--- src/rtl/gray_frame_packer.sv ---
// Packs gray pixel pairs into 16-bit words tagged with frame word address and SOF/EOF,
// buffered in a show-ahead FIFO drained over valid/ready.
module gray_frame_packer #(
  parameter int unsigned FRAME_W    = 640,
  parameter int unsigned FRAME_H    = 480,
  parameter int unsigned ADDR_W     = 18,
  parameter int unsigned FIFO_DEPTH = 16
) (
  input  logic                        iCLK,
  input  logic                        iReset_n,
  input  logic [7:0]                  iGray,
  input  logic                        iDval,
  input  logic [15:0]                 iX_Cont,
  input  logic [15:0]                 iY_Cont,
  input  logic                        iClrErr,
  output logic [15:0]                 oData,
  output logic [ADDR_W-1:0]           oAddr,
  output logic                        oSOF,
  output logic                        oEOF,
  output logic                        oValid,
  input  logic                        iReady,
  output logic                        oFrameDone,
  output logic                        oOverflow,
  output logic                        oSyncErr,
  output logic [$clog2(FIFO_DEPTH):0] oLevel
);

  localparam int unsigned PW = $clog2(FIFO_DEPTH);
  localparam int unsigned EW = ADDR_W + 18;
  localparam logic [15:0] W16    = 16'(FRAME_W);
  localparam logic [15:0] H16    = 16'(FRAME_H);
  localparam logic [15:0] LAST_X = 16'(FRAME_W - 1);
  localparam logic [15:0] LAST_Y = 16'(FRAME_H - 1);
  localparam logic [PW:0] FULL_LVL = (PW+1)'(FIFO_DEPTH);

  // Stage 1 registers
  logic [7:0]  r_gray;
  logic        r_dval;
  logic [15:0] r_x;
  logic [15:0] r_y;

  // Pack state
  logic              r_pend;
  logic [7:0]        r_pend_pix;
  logic              r_sof_pend;
  logic [ADDR_W-1:0] r_addr;

  // FIFO state
  logic [EW-1:0] r_mem [FIFO_DEPTH];
  logic [PW-1:0] r_wr_ptr;
  logic [PW-1:0] r_rd_ptr;
  logic [PW:0]   r_level;
  logic          r_done;
  logic          r_ovf;
  logic          r_sync;

  logic              w_in_range;
  logic              w_push_req;
  logic              w_sync_set;
  logic              w_pend_nxt;
  logic [7:0]        w_pix_nxt;
  logic              w_sofp_nxt;
  logic [ADDR_W-1:0] w_addr_nxt;
  logic [EW-1:0]     w_entry;
  logic              w_valid;
  logic              w_pop;
  logic              w_push;
  logic              w_ovf_set;
  logic [EW-1:0]     w_head;

  always_ff @(posedge iCLK or negedge iReset_n) begin
    if (!iReset_n) begin
      r_gray <= '0;
      r_dval <= 1'b0;
      r_x    <= '0;
      r_y    <= '0;
    end else begin
      r_gray <= iGray;
      r_dval <= iDval;
      r_x    <= iX_Cont;
      r_y    <= iY_Cont;
    end
  end

  assign w_in_range = r_dval && (r_x < W16) && (r_y < H16);

  // Frame start is tested before parity so a stale pending pixel is discarded silently.
  always_comb begin
    w_push_req = 1'b0;
    w_sync_set = 1'b0;
    w_pend_nxt = r_pend;
    w_pix_nxt  = r_pend_pix;
    w_sofp_nxt = r_sof_pend;
    w_addr_nxt = r_addr;
    w_entry    = {r_sof_pend, (r_x == LAST_X) && (r_y == LAST_Y), r_addr, r_gray, r_pend_pix};
    if (w_in_range) begin
      if (r_x == '0 && r_y == '0) begin
        w_addr_nxt = '0;
        w_pend_nxt = 1'b1;
        w_pix_nxt  = r_gray;
        w_sofp_nxt = 1'b1;
      end else if (!r_x[0]) begin
        w_sync_set = r_pend;
        w_pend_nxt = 1'b1;
        w_pix_nxt  = r_gray;
      end else if (r_pend) begin
        w_push_req = 1'b1;
        w_addr_nxt = r_addr + 1'b1;
        w_pend_nxt = 1'b0;
        w_sofp_nxt = 1'b0;
      end else begin
        w_sync_set = 1'b1;
      end
    end
  end

  always_ff @(posedge iCLK or negedge iReset_n) begin
    if (!iReset_n) begin
      r_pend     <= 1'b0;
      r_pend_pix <= '0;
      r_sof_pend <= 1'b0;
      r_addr     <= '0;
    end else begin
      r_pend     <= w_pend_nxt;
      r_pend_pix <= w_pix_nxt;
      r_sof_pend <= w_sofp_nxt;
      r_addr     <= w_addr_nxt;
    end
  end

  assign w_valid   = (r_level != '0);
  assign w_pop     = w_valid && iReady;
  assign w_push    = w_push_req && ((r_level != FULL_LVL) || w_pop);
  assign w_ovf_set = w_push_req && !w_push;
  assign w_head    = r_mem[r_rd_ptr];

  always_ff @(posedge iCLK) begin
    if (w_push) r_mem[r_wr_ptr] <= w_entry;
  end

  always_ff @(posedge iCLK or negedge iReset_n) begin
    if (!iReset_n) begin
      r_wr_ptr <= '0;
      r_rd_ptr <= '0;
      r_level  <= '0;
      r_done   <= 1'b0;
      r_ovf    <= 1'b0;
      r_sync   <= 1'b0;
    end else begin
      if (w_push && !w_pop)      r_level <= r_level + 1'b1;
      else if (!w_push && w_pop) r_level <= r_level - 1'b1;
      if (w_push) r_wr_ptr <= r_wr_ptr + 1'b1;
      if (w_pop)  r_rd_ptr <= r_rd_ptr + 1'b1;
      r_done <= w_pop & w_head[EW-2];
      r_ovf  <= w_ovf_set  | (r_ovf  & ~iClrErr);
      r_sync <= w_sync_set | (r_sync & ~iClrErr);
    end
  end

  // Head fields are masked so every output reads 0 while the FIFO is empty.
  always_comb begin
    oData = '0;
    oAddr = '0;
    oSOF  = 1'b0;
    oEOF  = 1'b0;
    if (w_valid) begin
      oData = w_head[15:0];
      oAddr = w_head[EW-3:16];
      oSOF  = w_head[EW-1];
      oEOF  = w_head[EW-2];
    end
  end

  assign oValid     = w_valid;
  assign oLevel     = r_level;
  assign oFrameDone = r_done;
  assign oOverflow  = r_ovf;
  assign oSyncErr   = r_sync;

endmodule

--- config.mk ---
export PLATFORM = sky130hd
export DESIGN_NAME = gray_frame_packer
export DESIGN_NICKNAME = d
export VERILOG_FILES = /design/src/rtl/gray_frame_packer.sv
export SDC_FILE = /design/constraint.sdc
export NUM_CORES = 1
export LEC_CHECK = 0
export BUFFER_PORTS_ARGS = -buffer_cell sky130_fd_sc_hd__clkbuf_2
export CELL_PAD_IN_SITES_DETAIL_PLACEMENT = 0
export CELL_PAD_IN_SITES_GLOBAL_PLACEMENT = 1
export CORE_ASPECT_RATIO = 1.2
export CORE_MARGIN = 5
export CORE_UTILIZATION = 45
export CTS_BUF_LIST = sky130_fd_sc_hd__clkbuf_8
export DETAILED_ROUTE_END_ITERATION = 10
export PLACE_DENSITY = 0.73
export SLEW_MARGIN = 0
export SYNTH_ARGS = -nofsm -noshare
export SYNTH_HDL_FRONTEND = slang
export SYNTH_SLANG_ARGS = --single-unit
--- constraint.sdc ---
create_clock -name iCLK -period 4.1 [get_ports iCLK]
set_clock_uncertainty 0.2 [all_clocks]
set_input_delay 0.41 -clock iCLK [delete_from_list [all_inputs] [get_ports iCLK]]
set_output_delay 0.41 -clock iCLK [all_outputs]
set_load 0.01 [all_outputs]
==> impl_results.html, run 1 <==
<table>
<tr><th>Metric</th><th>Value</th></tr>
<tr><th colspan="2">Critical path</th></tr>
<tr><td>Required time of the critical path</td><td>about 3.5 ns</td></tr>
<tr><td>Worst Path Class, Setup</td><td>register to output port</td></tr>
<tr><td>Critical Path Sink Type</td><td>output port</td></tr>
<tr><td>List of cells traversed by the critical path</td><td>buf_4, mux4_2, mux4_2, and2_1, clkbuf_2</td></tr>
<tr><td>Crit-path max cell delay</td><td>0.75 ns</td></tr>
<tr><td>Buffers and inverters on the worst path</td><td>2</td></tr>
<tr><td>Reg-to-reg setup timing slack</td><td>0.32 ns</td></tr>
<tr><td>CP Launch Point</td><td>r_rd_ptr[0]</td></tr>
<tr><td>Worst flop-to-flop path endpoint</td><td>oLevel[4]</td></tr>
<tr><td>Reg-to-reg startpoint</td><td>oLevel[0]</td></tr>
<tr><td>Timing endpoint of the critical path</td><td>oAddr[2]</td></tr>
<tr><td>Highest-delay cell along the critical path</td><td>dfrtp_4</td></tr>
<tr><td>Peak fanout along the critical path</td><td>18</td></tr>
<tr><td>Worst reg2reg path depth</td><td>11</td></tr>
<tr><td>Path length in cells of the critical path</td><td>5</td></tr>
<tr><td>Arrival @ worst endpoint</td><td>3.18 ns</td></tr>
<tr><td>Category of the worst setup path launch point</td><td>register</td></tr>
<tr><td>Largest delay contributor family on the critical path</td><td>multiplexers</td></tr>
<tr><td>CP dominant cell by count</td><td>mux4_2</td></tr>
<tr><th colspan="2">Global route</th></tr>
<tr><td>Vias in the first global route</td><td>13477</td></tr>
<tr><td>Largest net degree at the start of global routing</td><td>65</td></tr>
<tr><td>Leftover overflow at the end of global routing</td><td>0</td></tr>
<tr><td>Initial antenna violation count</td><td>2</td></tr>
<tr><td>First-pass GRT wire length</td><td>85300 microns</td></tr>
<tr><td>Global routing usage summed across all routing layers</td><td>18.7%</td></tr>
<tr><th colspan="2">Synth</th></tr>
<tr><td>Post-synthesis compound-gate area fraction</td><td>1.21%</td></tr>
<tr><td>Synthesized netlist cell count</td><td>1148</td></tr>
<tr><td>Mux cell area share after synthesis</td><td>16.4%</td></tr>
<tr><td>Mean instance size in the synthesized netlist</td><td>22.1 sq um</td></tr>
<tr><td>Seq/Total Area, Yosys</td><td>between 70% and 80%</td></tr>
<tr><td>Post-synthesis xor/xnor area fraction</td><td>0.379%</td></tr>
<tr><td>Synth Flop Type</td><td>edfxtp_1</td></tr>
<tr><td>Post-Synth Simple-Gate Area</td><td>under 10%</td></tr>
<tr><td>Adder-cell share of the synthesized area</td><td>0.621%</td></tr>
<tr><td>Dominant combinational cell family by area after synthesis</td><td>multiplexers</td></tr>
<tr><td>Number of flops mapped to enable cells by yosys</td><td>576</td></tr>
<tr><td>Unique masters post-synth</td><td>43</td></tr>
<tr><td>Number of warnings issued by yosys</td><td>0</td></tr>
<tr><td>Post-synth net total</td><td>1205</td></tr>
<tr><td>Post-Synthesis Cell Area</td><td>roughly 25000 sq um</td></tr>
<tr><td>Share of flip-flops with an asynchronous set or reset after synthesis</td><td>12.9%</td></tr>
<tr><td>Yosys reg bits</td><td>661</td></tr>
<tr><th colspan="2">Clock network</th></tr>
<tr><td>CTS Buf Count</td><td>roughly 100</td></tr>
<tr><td>CTS HTree Levels</td><td>3</td></tr>
<tr><td>CTS tree</td><td>yes</td></tr>
<tr><td>Master cell of the clock root buffer</td><td>clkbuf_8</td></tr>
<tr><td>Number of sinks on the clock net</td><td>661</td></tr>
<tr><td>Register clock-pin slew on the reported worst setup and hold paths</td><td>0.06 ns</td></tr>
<tr><td>Skew-Pair Late Insertion Delay</td><td>0.71 ns</td></tr>
<tr><td>Clock Tree Buf Depth</td><td>3</td></tr>
<tr><th colspan="2">Die</th></tr>
<tr><td>Initial core utilization</td><td>45.4%</td></tr>
<tr><td>Number of placed I/O pins</td><td>90</td></tr>
<tr><td>Row cnt</td><td>95</td></tr>
<tr><td>Die height</td><td>approximately 270 microns</td></tr>
<tr><td>Core outline area</td><td>56000 sq um</td></tr>
<tr><td>Die Width</td><td>227 microns</td></tr>
<tr><td>Die area</td><td>between 60000 and 70000 sq um</td></tr>
<tr><th colspan="2">Power</th></tr>
<tr><td>Leakage power</td><td>~11 nW</td></tr>
<tr><td>PD cells</td><td>426 nW/um^2</td></tr>
<tr><td>Total power consumption of the routed design</td><td>~0.012 W</td></tr>
<tr><td>Maximum resistive drop on vdd</td><td>0.428 mV</td></tr>
<tr><th colspan="2">Detailed routing</th></tr>
<tr><td>Detailed-route DRC error count</td><td>0</td></tr>
<tr><td>WL per Instance</td><td>25.8 microns</td></tr>
<tr><td>Detail Route Antenna Nets</td><td>0</td></tr>
<tr><td>First-pass iteration count of the detailed router</td><td>5</td></tr>
<tr><td>Sum of routed wire length over all layers</td><td>56200 microns</td></tr>
<tr><td>Drt via density</td><td>5.70</td></tr>
<tr><td>Via count</td><td>12402</td></tr>
<tr><td>Iteration-0 DRC Markers</td><td>1089</td></tr>
<tr><th colspan="2">Finish</th></tr>
<tr><td>Fraction of layout cells with a size suffix above 1</td><td>approximately a third</td></tr>
<tr><td>Area growth from synthesis to layout</td><td>15.5%</td></tr>
<tr><td># fillers</td><td>4289</td></tr>
<tr><td>Most frequent standard cell in the layout excluding fill and tap cells</td><td>edfxtp_1</td></tr>
<tr><td>Nets@finish</td><td>1419</td></tr>
<tr><td>Top library cells by usage in the layout, fill and taps aside</td><td>edfxtp_1, mux4_2, clkbuf_8</td></tr>
<tr><td>Final core utilization</td><td>52.4%</td></tr>
<tr><th colspan="2">Run</th></tr>
<tr><td>Max-capacitance violation count</td><td>0</td></tr>
<tr><th colspan="2">Timing</th></tr>
<tr><td>Least-Margin Pin Slew</td><td>1.22 ns</td></tr>
<tr><td>Timing-limited maximum frequency</td><td>264 MHz</td></tr>
<tr><td>Relative max-transition margin</td><td>18.8%</td></tr>
<tr><td>Final hold viol count</td><td>0</td></tr>
<tr><td>Crit share post-route</td><td>92.4%</td></tr>
<tr><td>TNS Setup</td><td>0 ns</td></tr>
<tr><td>Max-slew violations</td><td>0</td></tr>
<tr><td>Worst path setup slack after routing</td><td>between 0.3 and 0.4 ns</td></tr>
<tr><td>Final Critical Period</td><td>between 3 and 4 ns</td></tr>
<tr><td>Endpoints failing setup</td><td>0</td></tr>
<tr><td>RSZ-0062 raised after global routing</td><td>false</td></tr>
<tr><th colspan="2">Placed design</th></tr>
<tr><td>Setup slack after placement</td><td>0.328 ns</td></tr>
<tr><td>Number of buffers added on ports</td><td>slightly below 90</td></tr>
<tr><td>Detailed placement HPWL</td><td>31400 microns</td></tr>
<tr><td>Final weighted congestion in routability-driven placement</td><td>about 0.76</td></tr>
<tr><th colspan="2">Outcome</th></tr>
<tr><td>Result of the run</td><td>completed</td></tr>
<tr><th colspan="2">Min path</th></tr>
<tr><td>Hold Path Class</td><td>input port to register</td></tr>
</table>
sequential cells by signal, summed over array words and instances (netlist names):
register    cells
r_dval          1
r_wr_ptr        4
r_addr         18
r_sof_pend      1
r_pend          1
oOverflow       1
r_gray          8
r_y            16
oLevel          5
oFrameDone      1
r_x            16
r_mem         576
r_rd_ptr        4
r_pend_pix      8
oSyncErr        1
routing by layer:
metal | wire, microns | part of all wire, % | track usage (%)
met1 | 22200 | 39 | 24.8
met2 | 29700 | 53 | 32.1
met3 | 3090 | 5.5 | 3.17
met4 | 1270 | 2.3 | 5.67
met5 | 0 | 0 | 0
where the power goes:
part           internal [W]  leakage, nW  total [W]  switching (W)
registers           0.00726         7.27    0.00729      0.0000268
logic             0.0000465         2.39  0.0000839      0.0000375
clock network       0.00258         1.11    0.00511        0.00253
worst min-delay path by stage:
stage / startpoint / endpoint / slack (ns) / cells after the start
global placement: oLevel[3] / oLevel[3] / 0.32 / 2
floorplan: iReset_n / oFrameDone / -0.09 / 0
CTS: iGray[3] / r_gray[3] / 0.09 / 2
detailed placement: iGray[3] / r_gray[3] / 0.32 / 1
global route: iGray[3] / r_gray[3] / 0.13 / 2
finish: iGray[4] / r_gray[4] / 0.15 / 2
per-stage QoR:
step / instances / area [sq um] / hold WS [ns]
final: 2176 / 29300 / 0.148
after global routing: 2176 / 29300 / 0.131
after CTS: 2174 / 29300 / 0.0931
after detailed placement: 1943 / 26900 / 0.320
after global placement: 1943 / 26900 / 0.316
after floorplan: 1148 / 25400 / -0.0856
synthesized netlist by cell type, types with 2 or more instances:
cell type,count,area (sq um)
or4_1,12,90.1
dfrtp_1,85,2130
a21oi_1,16,80.1
and2_1,39,244
nand2_1,12,45.0
nand3_1,24,120
buf_2,20,100
and4_1,2,17.5
mux4_2,179,4030
or4_4,2,22.5
nand4b_1,2,17.5
nor4_1,6,37.5
o21ai_0,11,55.1
o21ba_2,2,20.0
nor2b_1,2,12.5
clkbuf_1,35,131
buf_1,3,11.3
mux2_2,11,124
nand4_1,8,50.1
a21o_1,4,30.0
nor2_1,10,37.5
or3_1,5,31.3
and3_1,23,144
ha_1,11,138
edfxtp_1,576,17300
nor2_2,2,12.5
o31ai_1,9,67.6
xor2_1,3,26.3
nor3_1,4,20.0
xnor2_1,8,70.1
inv_1,8,30.0
o31a_1,2,17.5
buf_6,2,22.5
final cells by class:
cell class	instances	area, sq um	share of cell area (%)
Antenna cell	1	2.50	0.00854
Clock buffer	104	1430	4.88
Clock inverter	83	474	1.62
Inverter	8	30.0	0.102
Multi-Input combinational cell	419	5690	19.4
Sequential cell	661	19400	66.3
Tap cell	727	910	3.10
Timing Repair Buffer	173	1340	4.57
cells by family after synthesis:
group,Yosys count
compound gates,48
xor+xnor,11
fa+ha+maj,12
buf+inv,68
flops,661
mux,192
simple gates,156
what timing repair did:
item	in CTS	in global routing
setup endpoints to repair	0	12
setup buffers	0	1
endpoints found under the hold margin	109	0
gates resized for setup	0	0
hold buffers	44	0
(Power assumes the default switching activity.)
==> run 2, diff against run 1 <==
PLACE_DENSITY = 0.76   (was 0.73)
clock period = 3.09 ns   (was 4.1 ns; I/O delays follow)
==> run 2 against run 1 <==
  * The flow now finishes with violations (negative setup slack)
  * Worst hold slack worse by 0.11 ns
  * Sequential power up 33%
  * First-iteration DRC count up 3.4%
  * Sequential share of layout area down 2.4 points
  * Cell count up 3.3%
  * Critical endpoint is now oData[6]
  * Core utilization up 1.9 points
  * Flip-flop and latch count unchanged
  * Register-to-register slack worse by 0.19 ns
  * Global-route usage down 0.16 points
  * Critical path depth up 2
  * Clock power up 37%
  * Total power up 35%
  * Highest routed layer unchanged
==> impl_results.html, run 2 (synthesized netlist as in run 1, its figures left out) <==
<table>
<tr><th>Metric</th><th>Value</th></tr>
<tr><th colspan="2">Finish</th></tr>
<tr><td>Regs by FF count</td><td>r_mem: 576 flops, r_addr: 18 flops</td></tr>
<tr><td>Most frequent standard cell in the layout excluding fill and tap cells</td><td>edfxtp_1</td></tr>
<tr><td>Final core utilization</td><td>54.3%</td></tr>
<tr><td>Count of antenna diodes in the layout</td><td>0</td></tr>
<tr><td>Number of flip-flops in the largest register</td><td>576</td></tr>
<tr><td>Nets@finish</td><td>1487</td></tr>
<tr><td>Top reg by flops</td><td>r_mem</td></tr>
<tr><td>Fraction of layout cells with a size suffix above 1</td><td>37.0%</td></tr>
<tr><td>Top library cells by usage in the layout, fill and taps aside</td><td>edfxtp_1, mux4_2, clkbuf_8</td></tr>
<tr><td>Area growth from synthesis to layout</td><td>19.7%</td></tr>
<tr><th colspan="2">Global route</th></tr>
<tr><td>Leftover overflow at the end of global routing</td><td>0</td></tr>
<tr><td>First-pass GRT wire length</td><td>about 85000 microns</td></tr>
<tr><td>Largest net degree at the start of global routing</td><td>60</td></tr>
<tr><td>Met1 routing resource usage after global routing</td><td>between 20% and 30%</td></tr>
<tr><td>Met3 capacity usage during global routing</td><td>3.37%</td></tr>
<tr><td>Initial antenna violation count</td><td>0</td></tr>
<tr><td>Most congested layer reported by global routing</td><td>met2</td></tr>
<tr><td>Global routing usage summed across all routing layers</td><td>18.6%</td></tr>
<tr><td>Vias in the first global route</td><td>13448</td></tr>
<tr><td>Met2 Track Usage GR</td><td>roughly a third</td></tr>
<tr><th colspan="2">Timing</th></tr>
<tr><td>Least-Margin Pin Slew</td><td>1.20 ns</td></tr>
<tr><td>RSZ-0062 raised after global routing</td><td>true</td></tr>
<tr><td>Crit share post-route</td><td>111%</td></tr>
<tr><td>Tightest hold margin</td><td>0.0368 ns</td></tr>
<tr><td>Relative max-transition margin</td><td>20.3%</td></tr>
<tr><td>Final hold viol count</td><td>0</td></tr>
<tr><td>Timing-limited maximum frequency</td><td>291 MHz</td></tr>
<tr><td>Max-slew violations</td><td>0</td></tr>
<tr><td>TNS Setup</td><td>-10.61 ns</td></tr>
<tr><td>Endpoints failing setup</td><td>36</td></tr>
<tr><td>Worst path setup slack after routing</td><td>-0.349 ns</td></tr>
<tr><td>Final Critical Period</td><td>~3.4 ns</td></tr>
<tr><th colspan="2">Critical path</th></tr>
<tr><td>Category of the worst setup path launch point</td><td>register</td></tr>
<tr><td>Arrival @ worst endpoint</td><td>slightly below 3 ns</td></tr>
<tr><td>Reg-to-reg setup timing slack</td><td>0.13 ns</td></tr>
<tr><td>Peak fanout along the critical path</td><td>8</td></tr>
<tr><td>Required time of the critical path</td><td>2.58 ns</td></tr>
<tr><td>Reg-to-reg startpoint</td><td>oLevel[2]</td></tr>
<tr><td>CP Launch Point</td><td>r_rd_ptr[0]</td></tr>
<tr><td>Critical Path Sink Type</td><td>output port</td></tr>
<tr><td>Worst Path Class, Setup</td><td>register to output port</td></tr>
<tr><th colspan="2">Placed design</th></tr>
<tr><td>Number of buffers added on ports</td><td>89</td></tr>
<tr><td>Setup slack after placement</td><td>0.0971 ns</td></tr>
<tr><td>Detailed placement HPWL</td><td>approximately 31000 microns</td></tr>
<tr><td>Final weighted congestion in routability-driven placement</td><td>approximately 0.75</td></tr>
<tr><th colspan="2">Detailed routing</th></tr>
<tr><td>Sum of routed wire length over all layers</td><td>~57000 microns</td></tr>
<tr><td>WL per Instance</td><td>25.2 microns</td></tr>
<tr><td>First-pass iteration count of the detailed router</td><td>5</td></tr>
<tr><td>Detail Route Antenna Nets</td><td>0</td></tr>
<tr><td>Iteration-0 DRC Markers</td><td>1126</td></tr>
<tr><td>Drt via density</td><td>5.62</td></tr>
<tr><td>Detailed-route DRC error count</td><td>0</td></tr>
<tr><td>Via count</td><td>about 13000</td></tr>
<tr><th colspan="2">Clock network</th></tr>
<tr><td>Number of sinks on the clock net</td><td>661</td></tr>
<tr><td>CTS HTree Levels</td><td>3</td></tr>
<tr><td>CTS Buf Count</td><td>approximately 100</td></tr>
<tr><td>Clock Tree Buf Depth</td><td>3</td></tr>
<tr><td>Register clock-pin slew on the reported worst setup and hold paths</td><td>0.06 ns</td></tr>
<tr><td>CTS tree</td><td>yes</td></tr>
<tr><td>Master cell of the clock root buffer</td><td>clkbuf_8</td></tr>
<tr><td>Skew-Pair Late Insertion Delay</td><td>0.68 ns</td></tr>
<tr><th colspan="2">Power</th></tr>
<tr><td>Leakage power</td><td>11.3 nW</td></tr>
<tr><td>PD cells</td><td>552 nW/um^2</td></tr>
<tr><td>Total power consumption of the routed design</td><td>around 0.017 W</td></tr>
<tr><td>Maximum resistive drop on vdd</td><td>0.420 mV</td></tr>
<tr><th colspan="2">Outcome</th></tr>
<tr><td>Result of the run</td><td>complete, but fails checks</td></tr>
<tr><td>Failing checks</td><td>negative setup slack</td></tr>
<tr><th colspan="2">Die</th></tr>
<tr><td>Initial core utilization</td><td>45.4%</td></tr>
<tr><td>Core outline area</td><td>between 50000 and 60000 sq um</td></tr>
<tr><td>Row cnt</td><td>95</td></tr>
<tr><td>Number of placed I/O pins</td><td>90</td></tr>
<tr><td>Die area</td><td>61300 sq um</td></tr>
<tr><td>Die height</td><td>270 microns</td></tr>
<tr><td>Die Width</td><td>227 microns</td></tr>
<tr><th colspan="2">Min path</th></tr>
<tr><td>Hold Path Class</td><td>input port to asynchronous set/reset pin</td></tr>
<tr><th colspan="2">Run</th></tr>
<tr><td>Max-capacitance violation count</td><td>0</td></tr>
</table>
-- run 2: cell types whose count changed in the layout (fill, tap and decap cells not counted), sizes merged --
cell	change
buf	+70
clkinv	-12
inv	+9
clkbuf	+3
bufinv	+1
diode	-1
dlygate4sd3	+1
-- run 2: per-layer routing --
metal	vias to the layer above	routed length (microns)
li1	5387	-
met1	6675	22100
met2	454	29700
met3	105	3520
met4	0	1230
met5	-	0
-- run 2: layout make-up --
| class | instances | area, sq um |
|---|---|---|
| Tap cell | 727 | 910 |
| Clock buffer | 113 | 1560 |
| Clock inverter | 81 | 453 |
| Sequential cell | 661 | 19400 |
| Multi-Input combinational cell | 419 | 5760 |
| Inverter | 8 | 32.5 |
| Timing Repair Buffer | 238 | 2250 |
| Fill cell | 4210 | 25600 |
-- run 2: report_power, final --
group	leakage (nW)	internal [W]	switching, W
logic	2.87	0.0000638	0.0000477
registers	7.26	0.00963	0.0000361
clock network	1.20	0.00371	0.00330
-- run 2: worst paths after layout --
check                           cells after the start     endpoint
worst max-delay path                                7     oData[6]
worst min-delay path                                2      r_x[12]
worst max register to register                     11    oLevel[4]
worst min register to register                      1    oLevel[4]
max in group asynchronous                           3  r_rd_ptr[0]
min in group iCLK                                   2       r_y[8]
-- run 2: timing repair --
item / in CTS / in global routing
setup buffers: 12 / 6
gates resized for setup: 33 / 34
gates cloned: 6 / 3
hold buffers: 45 / 0
setup endpoints to repair: 36 / 38
pin swaps: 0 / 1
endpoints found under the hold margin: 106 / 0
-- run 2: worst max-delay path: stages, from the launching register on --
cell and delay, ns:
dfrtp_4 0.47, buf_8 0.15, buf_16 0.18, clkbuf_16 0.17, mux4_2 0.48, mux4_2 0.51, and2_4 0.18, buf_6 0.11
-- run 2: per-stage QoR --
step                std cells  instance area, sq um
detailed placement       1983                 27300
floorplan                1148                 25400
global placement         1983                 27300
global route             2247                 30400
CTS                      2239                 30200
finish                   2247                 30400
